==> config.mk <==
export PLATFORM = sky130hd
export DESIGN_NAME = arc4_encrypt
export DESIGN_NICKNAME = d
export VERILOG_FILES = /design/src/rtl/arc4_pkg.sv /design/src/rtl/arc4_encrypt.sv
export SDC_FILE = /design/constraint.sdc
export NUM_CORES = 1
export LEC_CHECK = 0
export ABC_CLOCK_PERIOD_IN_PS = 6500
export CORE_ASPECT_RATIO = 0.6
export CORE_MARGIN = 5
export CORE_UTILIZATION = 45
export CTS_CLUSTER_DIAMETER = 120
export DETAILED_ROUTE_END_ITERATION = 8
export GPL_ROUTABILITY_DRIVEN = 0
export PLACE_DENSITY = 0.7
export SLEW_MARGIN = 15
export SYNTH_ARGS = -nofsm -noshare
export SYNTH_HDL_FRONTEND = slang
export SYNTH_SLANG_ARGS = --single-unit
==> constraint.sdc <==
create_clock -name clk -period 6.5 [get_ports clk]
set_input_delay 0.975 -clock clk [delete_from_list [all_inputs] [get_ports clk]]
set_output_delay 0.975 -clock clk [all_outputs]
set_load 0.005 [all_outputs]
==> src/rtl/arc4_pkg.sv <==
// Shared ARC4 types and constants, used by both the encrypt and decrypt paths.
package arc4_pkg;

    localparam int unsigned S_SIZE = 256;

    typedef logic [7:0] byte_t;

    typedef enum logic [3:0] {
        StIdle,
        StLenRd,
        StLenLat,
        StSI,
        StSJ,
        StSwapJ,
        StSwapI,
        StPad,
        StXor
    } state_e;

endpackage

==> src/rtl/arc4_encrypt.sv <==
// ARC4 encryptor: runs the PRGA over a pre-scheduled S memory and writes
// the length-prefixed ciphertext, six cycles per payload byte.
module arc4_encrypt
    import arc4_pkg::*;
(
    input  logic       clk,
    input  logic       rst,
    input  logic       en,
    output logic       rdy,
    output logic [7:0] s_addr,
    input  logic [7:0] s_rddata,
    output logic [7:0] s_wrdata,
    output logic       s_wren,
    output logic [7:0] pt_addr,
    input  logic [7:0] pt_rddata,
    output logic [7:0] ct_addr,
    output logic [7:0] ct_wrdata,
    output logic       ct_wren
);

    state_e state_q;
    byte_t  j_q;
    byte_t  k_q;
    byte_t  len_q;
    byte_t  si_q;
    byte_t  sj_q;
    byte_t  ptb_q;

    always_ff @(posedge clk) begin
        if (rst) begin
            state_q <= StIdle;
            j_q     <= '0;
            k_q     <= '0;
            len_q   <= '0;
            si_q    <= '0;
            sj_q    <= '0;
            ptb_q   <= '0;
        end else begin
            unique case (state_q)
                StIdle: begin
                    if (en) begin
                        j_q     <= '0;
                        state_q <= StLenRd;
                    end
                end
                StLenRd: state_q <= StLenLat;
                StLenLat: begin
                    len_q   <= pt_rddata;
                    k_q     <= 8'd1;
                    state_q <= (pt_rddata == 8'd0) ? StIdle : StSI;
                end
                StSI: state_q <= StSJ;
                StSJ: begin
                    si_q    <= s_rddata;
                    ptb_q   <= pt_rddata;
                    j_q     <= j_q + s_rddata;
                    state_q <= StSwapJ;
                end
                StSwapJ: begin
                    sj_q    <= s_rddata;
                    state_q <= StSwapI;
                end
                StSwapI: state_q <= StPad;
                StPad:   state_q <= StXor;
                StXor: begin
                    if (k_q == len_q) begin
                        state_q <= StIdle;
                    end else begin
                        k_q     <= k_q + 8'd1;
                        state_q <= StSI;
                    end
                end
                default: state_q <= StIdle;
            endcase
        end
    end

    // Memory strobes follow the state; S_J and XOR forward read data the
    // same cycle it arrives, so these stay combinational.
    always_comb begin
        rdy       = (state_q == StIdle);
        s_addr    = '0;
        s_wrdata  = '0;
        s_wren    = 1'b0;
        pt_addr   = '0;
        ct_addr   = '0;
        ct_wrdata = '0;
        ct_wren   = 1'b0;
        unique case (state_q)
            StLenLat: begin
                ct_wrdata = pt_rddata;
                ct_wren   = 1'b1;
            end
            StSI: begin
                s_addr  = k_q;
                pt_addr = k_q;
            end
            StSJ: s_addr = j_q + s_rddata;
            StSwapJ: begin
                s_addr   = j_q;
                s_wrdata = si_q;
                s_wren   = 1'b1;
            end
            StSwapI: begin
                s_addr   = k_q;
                s_wrdata = sj_q;
                s_wren   = 1'b1;
            end
            StPad: s_addr = si_q + sj_q;
            StXor: begin
                ct_addr   = k_q;
                ct_wrdata = s_rddata ^ ptb_q;
                ct_wren   = 1'b1;
            end
            default: ;
        endcase
    end

endmodule

# Word level (Yosys, flattened, before mapping)
# Cells that the tools add are included.
# word_totals
regBits	52
# op_classes
n_addsub	3
eq_ne	11
n_mux	15
bitwise	1
reduce_logical	9
# ops
operator	n
$pmux 8 s2	4
$pmux 4 s9	1
$mux 8	4
$pmux 8 s4	1
$add 8x8->8	2
$eq 4x3->1 const B	4
$add 8x1->8 const B	1
$eq 4x2->1 const B	2
$eq 8x8->1	1
$logic_not 8->1	1
$xor 8x8->8	1
$reduce_or 2->1	3
$eq 4x1->1 const B	1
$eq 4x4->1 const B	1
$logic_not 4->1	1
$mux 2	2
$mux 4	1
$ne 2x2->1 const B	2
$reduce_and 2->1	2
$reduce_bool 2->1	2
$mux 1	2

# Depth between registers and ports, before layout
# logic_depth
depth_word	3
depth_mapped	8
mapped_depth_nobuf	8

# Least setup slack after synthesis
# No wires, ideal clock.
# synth_path
kind	in2out
start	input port s_rddata[0]
end	output port s_addr[6]
arrival_time_ns	2.458
setup_slack_ns	3.067
cell_stages	7
path_buffers	0
path_cell_list	ha_1 fa_1 a211oi_1 o21bai_1 a21oi_1 xor2_1 o211ai_1
# synth_between
elab_chain_len	2
# synth_lines
element	line_no	text
from (decl)	arc4_encrypt.sv:11	input logic [7:0] s_rddata,
$add 8x8->8	arc4_encrypt.sv:98	StSJ: s_addr = j_q + s_rddata;
$pmux 8 s4	arc4_encrypt.sv:89	unique case (state_q)
to (decl)	arc4_encrypt.sv:10	output logic [7:0] s_addr,
# Every way passes these cells.

# Worst setup path in the final report
# Ends and elaborated chain as after synthesis.

==> impl_metrics.yaml <==
sta:
  relSlewSlack_pct: 30.9
  final-max-slew-violation-count: 0
  max_clock_freq_mhz: 212
  grt_setup_unrepaired: "false"
  final.min_clock_period_ns: 4.72
  fin_skew_ns: 0.00720
  final_setup_viols: 0
  final_hold_viol_count: 0
  tightest_slew_ns: 1.04
  totalNegativeSetupSlack_ns: 0
  finalCritPeriodShare_pct: 72.5
  hold_ws_ns: 0.468
  setup_ws_ns: 1.78
power_and_ir_drop:
  power.leakage_nw: 1.52
  vdd_ir_drop_max_mv: 0.0919
  power.density_nw_per_um2: 176
min_path:
  min_path_type: "reg -> reg"
clocking:
  clkLatencyLatePin_ns: 0.30
  cts-root-to-sink-buffers: 2
  htree_depth: 2
  cts-resized-gates: 0
  cts-buffers-inserted: 5
  root_cell_of_the_clock_tree: "sky130_fd_sc_hd__clkbuf_16"
  holdBufCountCts: 0
  clk_transition_reported_paths_ns: 0.07
  cts_tree: "built"
  clock-sinks: 52
  post_cts.repair.setup_buffers: 0
yosys:
  ys.flop_type: "sky130_fd_sc_hd__dfxtp_1"
  netlist-cell-type-count: 59
  synth.yosys.warnings: 0
  synth_area_leaders: "sky130_fd_sc_hd__dfxtp_1 (31%), sky130_fd_sc_hd__nand2_1 (10%), sky130_fd_sc_hd__a21oi_1 (7.0%), sky130_fd_sc_hd__ha_1 (5.6%), sky130_fd_sc_hd__xnor2_1 (4.4%)"
  mappedNetlistArea_sq_um: 3350
  postSynthAreaPerCell_sq_um: 7.85
  synth.yosys.seq_area_share_pct: 31.1
  cell_types_with_the_highest_counts_after_synthesis: "sky130_fd_sc_hd__nand2_1 (93), sky130_fd_sc_hd__dfxtp_1 (52), sky130_fd_sc_hd__a21oi_1 (47)"
  yosys.area.top_type_share_pct: 31.1
  yosys.area.top_type: "sky130_fd_sc_hd__dfxtp_1"
  synth_enable_flop_cells: 0
  synth.most_common_cell: "sky130_fd_sc_hd__nand2_1"
  postSynthCellCount: 427
  async_reset_ff_share_pct: 0
  ys_ff_latch: 52
  synth_fp_nets: 463
job:
  max_cap_violations: 0
finish:
  area_growth_from_synthesis_to_layout_pct: 24.5
  drive_gt1_share_pct: 4.85
  final_cell_count_no_fill: 578
  num-nets-final: 509
  antenna-diode-count: 0
floorplanning:
  die-height_um: 76.8
  chipWidth_um: 121
  top_level_ports: 62
  rows: 24
  die_area_sq_um: 9330
  core_area_sq_um: 7270
  floorplan.initialDensity_pct: 46.1
worst_setup_path:
  crit_path_start_kind: "input pin"
  crit_path_max_fanout: 4
  timing.setup.critical_path_class: "in -> out"
  required_ns: 5.52
  critPathLaunch: "s_rddata[0]"
  cp_endpoint: "s_addr[6]"
  worstSetupEndpointType: "primary output"
  r2r_slack_ns: 4.30
  crit-reg2reg-launch: "state_q[0]$_SDFFE_PP0P_"
  timing.rr.end: "sj_q[3]$_SDFFE_PP0P_"
  worst-r2r-cell-count: 4
  timing.critical_path.arrival_ns: 3.74
routing:
  detail_route.drc_violations: 0
  routed-via-count: 3364
  viasPerCell: 5.82
  routedWlPerCell_um: 17.9
  drt-total-wl_um: 10400
  drt-initial-drc-count: 396
  detail_route.first_pass.iterations: 5
  ant_nets: 0
run_status:
  status: "completed"
global_route:
  number_of_global_route_vias_before_repair: 2988
  global_route_wire_length_before_repair_um: 16400
  grt_overflow: 0
  antenna_violations_before_repair: 0
  grt_util_all_layers_pct: 22.1
  grt_start_max_net_pins: 55
placed_design:
  place.detailed.hpwl_um: 7550
  placedCellCount: 570
  buffer_ports.inserted: 61
  place_worst_setup_slack_ns: 1.83
[routing by layer]
layer  track usage (%)  vias up  routed length [um]
li1                  -     1609                   -
met1              34.2     1600                5040
met2              30.7      138                4390
met3              4.78       17                 786
met4              4.92        0                 140
met5                 0        -                   0
[per-stage QoR]
step / util, % / cell area, sq um / power, W
floorplan: - / 3350 / 0.000422
global placement: 55.4 / 4030 / 0.000469
detailed placement: 55.4 / 4030 / 0.000472
CTS: 57.4 / 4170 / 0.000739
global route: 57.4 / 4170 / 0.000769
finish: 57.4 / 4170 / 0.000735
[power by group]
part           internal (W)  total [W]  switching [W]
Clock              0.000144   0.000269       0.000125
Sequential         0.000327   0.000344      0.0000167
Combinational     0.0000525   0.000122      0.0000698
[critical path, cell delays in order]
cell                              delay (ns)
sky130_fd_sc_hd__clkdlybuf4s50_1        0.50
sky130_fd_sc_hd__ha_1                   0.30
sky130_fd_sc_hd__fa_1                   0.45
sky130_fd_sc_hd__a211oi_1               0.33
sky130_fd_sc_hd__o21bai_1               0.12
sky130_fd_sc_hd__a21oi_1                0.27
sky130_fd_sc_hd__xor2_1                 0.11
sky130_fd_sc_hd__o211ai_1               0.17
sky130_fd_sc_hd__clkdlybuf4s50_1        0.53
[placed cells by master, fill, tap and decap left out, types with 7 or more instances in the layout]
cell | Yosys | final
sky130_fd_sc_hd__a211oi_1 | 7 | 7
sky130_fd_sc_hd__a21oi_1 | 47 | 47
sky130_fd_sc_hd__a22o_1 | 7 | 7
sky130_fd_sc_hd__and2_1 | 16 | 16
sky130_fd_sc_hd__clkdlybuf4s50_1 | 0 | 60
sky130_fd_sc_hd__dfxtp_1 | 52 | 52
sky130_fd_sc_hd__ha_1 | 15 | 15
sky130_fd_sc_hd__nand2_1 | 93 | 93
sky130_fd_sc_hd__nand3_1 | 7 | 7
sky130_fd_sc_hd__nor2_1 | 12 | 12
sky130_fd_sc_hd__nor3_1 | 13 | 12
sky130_fd_sc_hd__o21ai_0 | 18 | 18
sky130_fd_sc_hd__xnor2_1 | 17 | 17
sky130_fd_sc_hd__xor2_1 | 14 | 14
[final cells by class]
cell class	count	area, sq um
repair buffers	65	636
clock buffers	6	129
flip-flops and latches	52	1040
inverters	6	22.5
multi-input cells	343	2200
fillers	702	3100
well taps	104	130
clock inverters	2	16.3
[logic make-up (layout without fill, tap and decap cells)]
kind of cell | count (synthesis) | count (layout) | share of synthesized area, %
xor gates and xnor gates | 31 | 31 | 8.10
AOI/OAI and AO/OA | 115 | 115 | 22.4
DFF | 52 | 52 | 31.1
buffers and inverters | 32 | 79 | 3.96
and+or+nand+nor | 175 | 175 | 26.2
muxes | 5 | 5 | 1.53
adders and majority gates | 17 | 17 | 6.80
[registers in the layout (all words and copies together), names as in the netlist]
name,flops
j_q,8
k_q,8
len_q,8
ptb_q,8
si_q,8
sj_q,8
state_q,4
[worst min-delay path by stage]
stage	startpoint	to	slack [ns]	cells after the start
global placement	len_q[0]$_SDFFE_PP0N_	len_q[0]$_SDFFE_PP0N_	0.45	2
finish	len_q[3]$_SDFFE_PP0N_	len_q[3]$_SDFFE_PP0N_	0.47	2
global route	ptb_q[7]$_SDFFE_PP0P_	ptb_q[7]$_SDFFE_PP0P_	0.49	2
detailed placement	len_q[3]$_SDFFE_PP0N_	len_q[3]$_SDFFE_PP0N_	0.46	2
floorplan	len_q[0]$_SDFFE_PP0N_	len_q[0]$_SDFFE_PP0N_	0.45	2
CTS	len_q[3]$_SDFFE_PP0N_	len_q[3]$_SDFFE_PP0N_	0.47	2
Power figures use the tool's default switching activity.
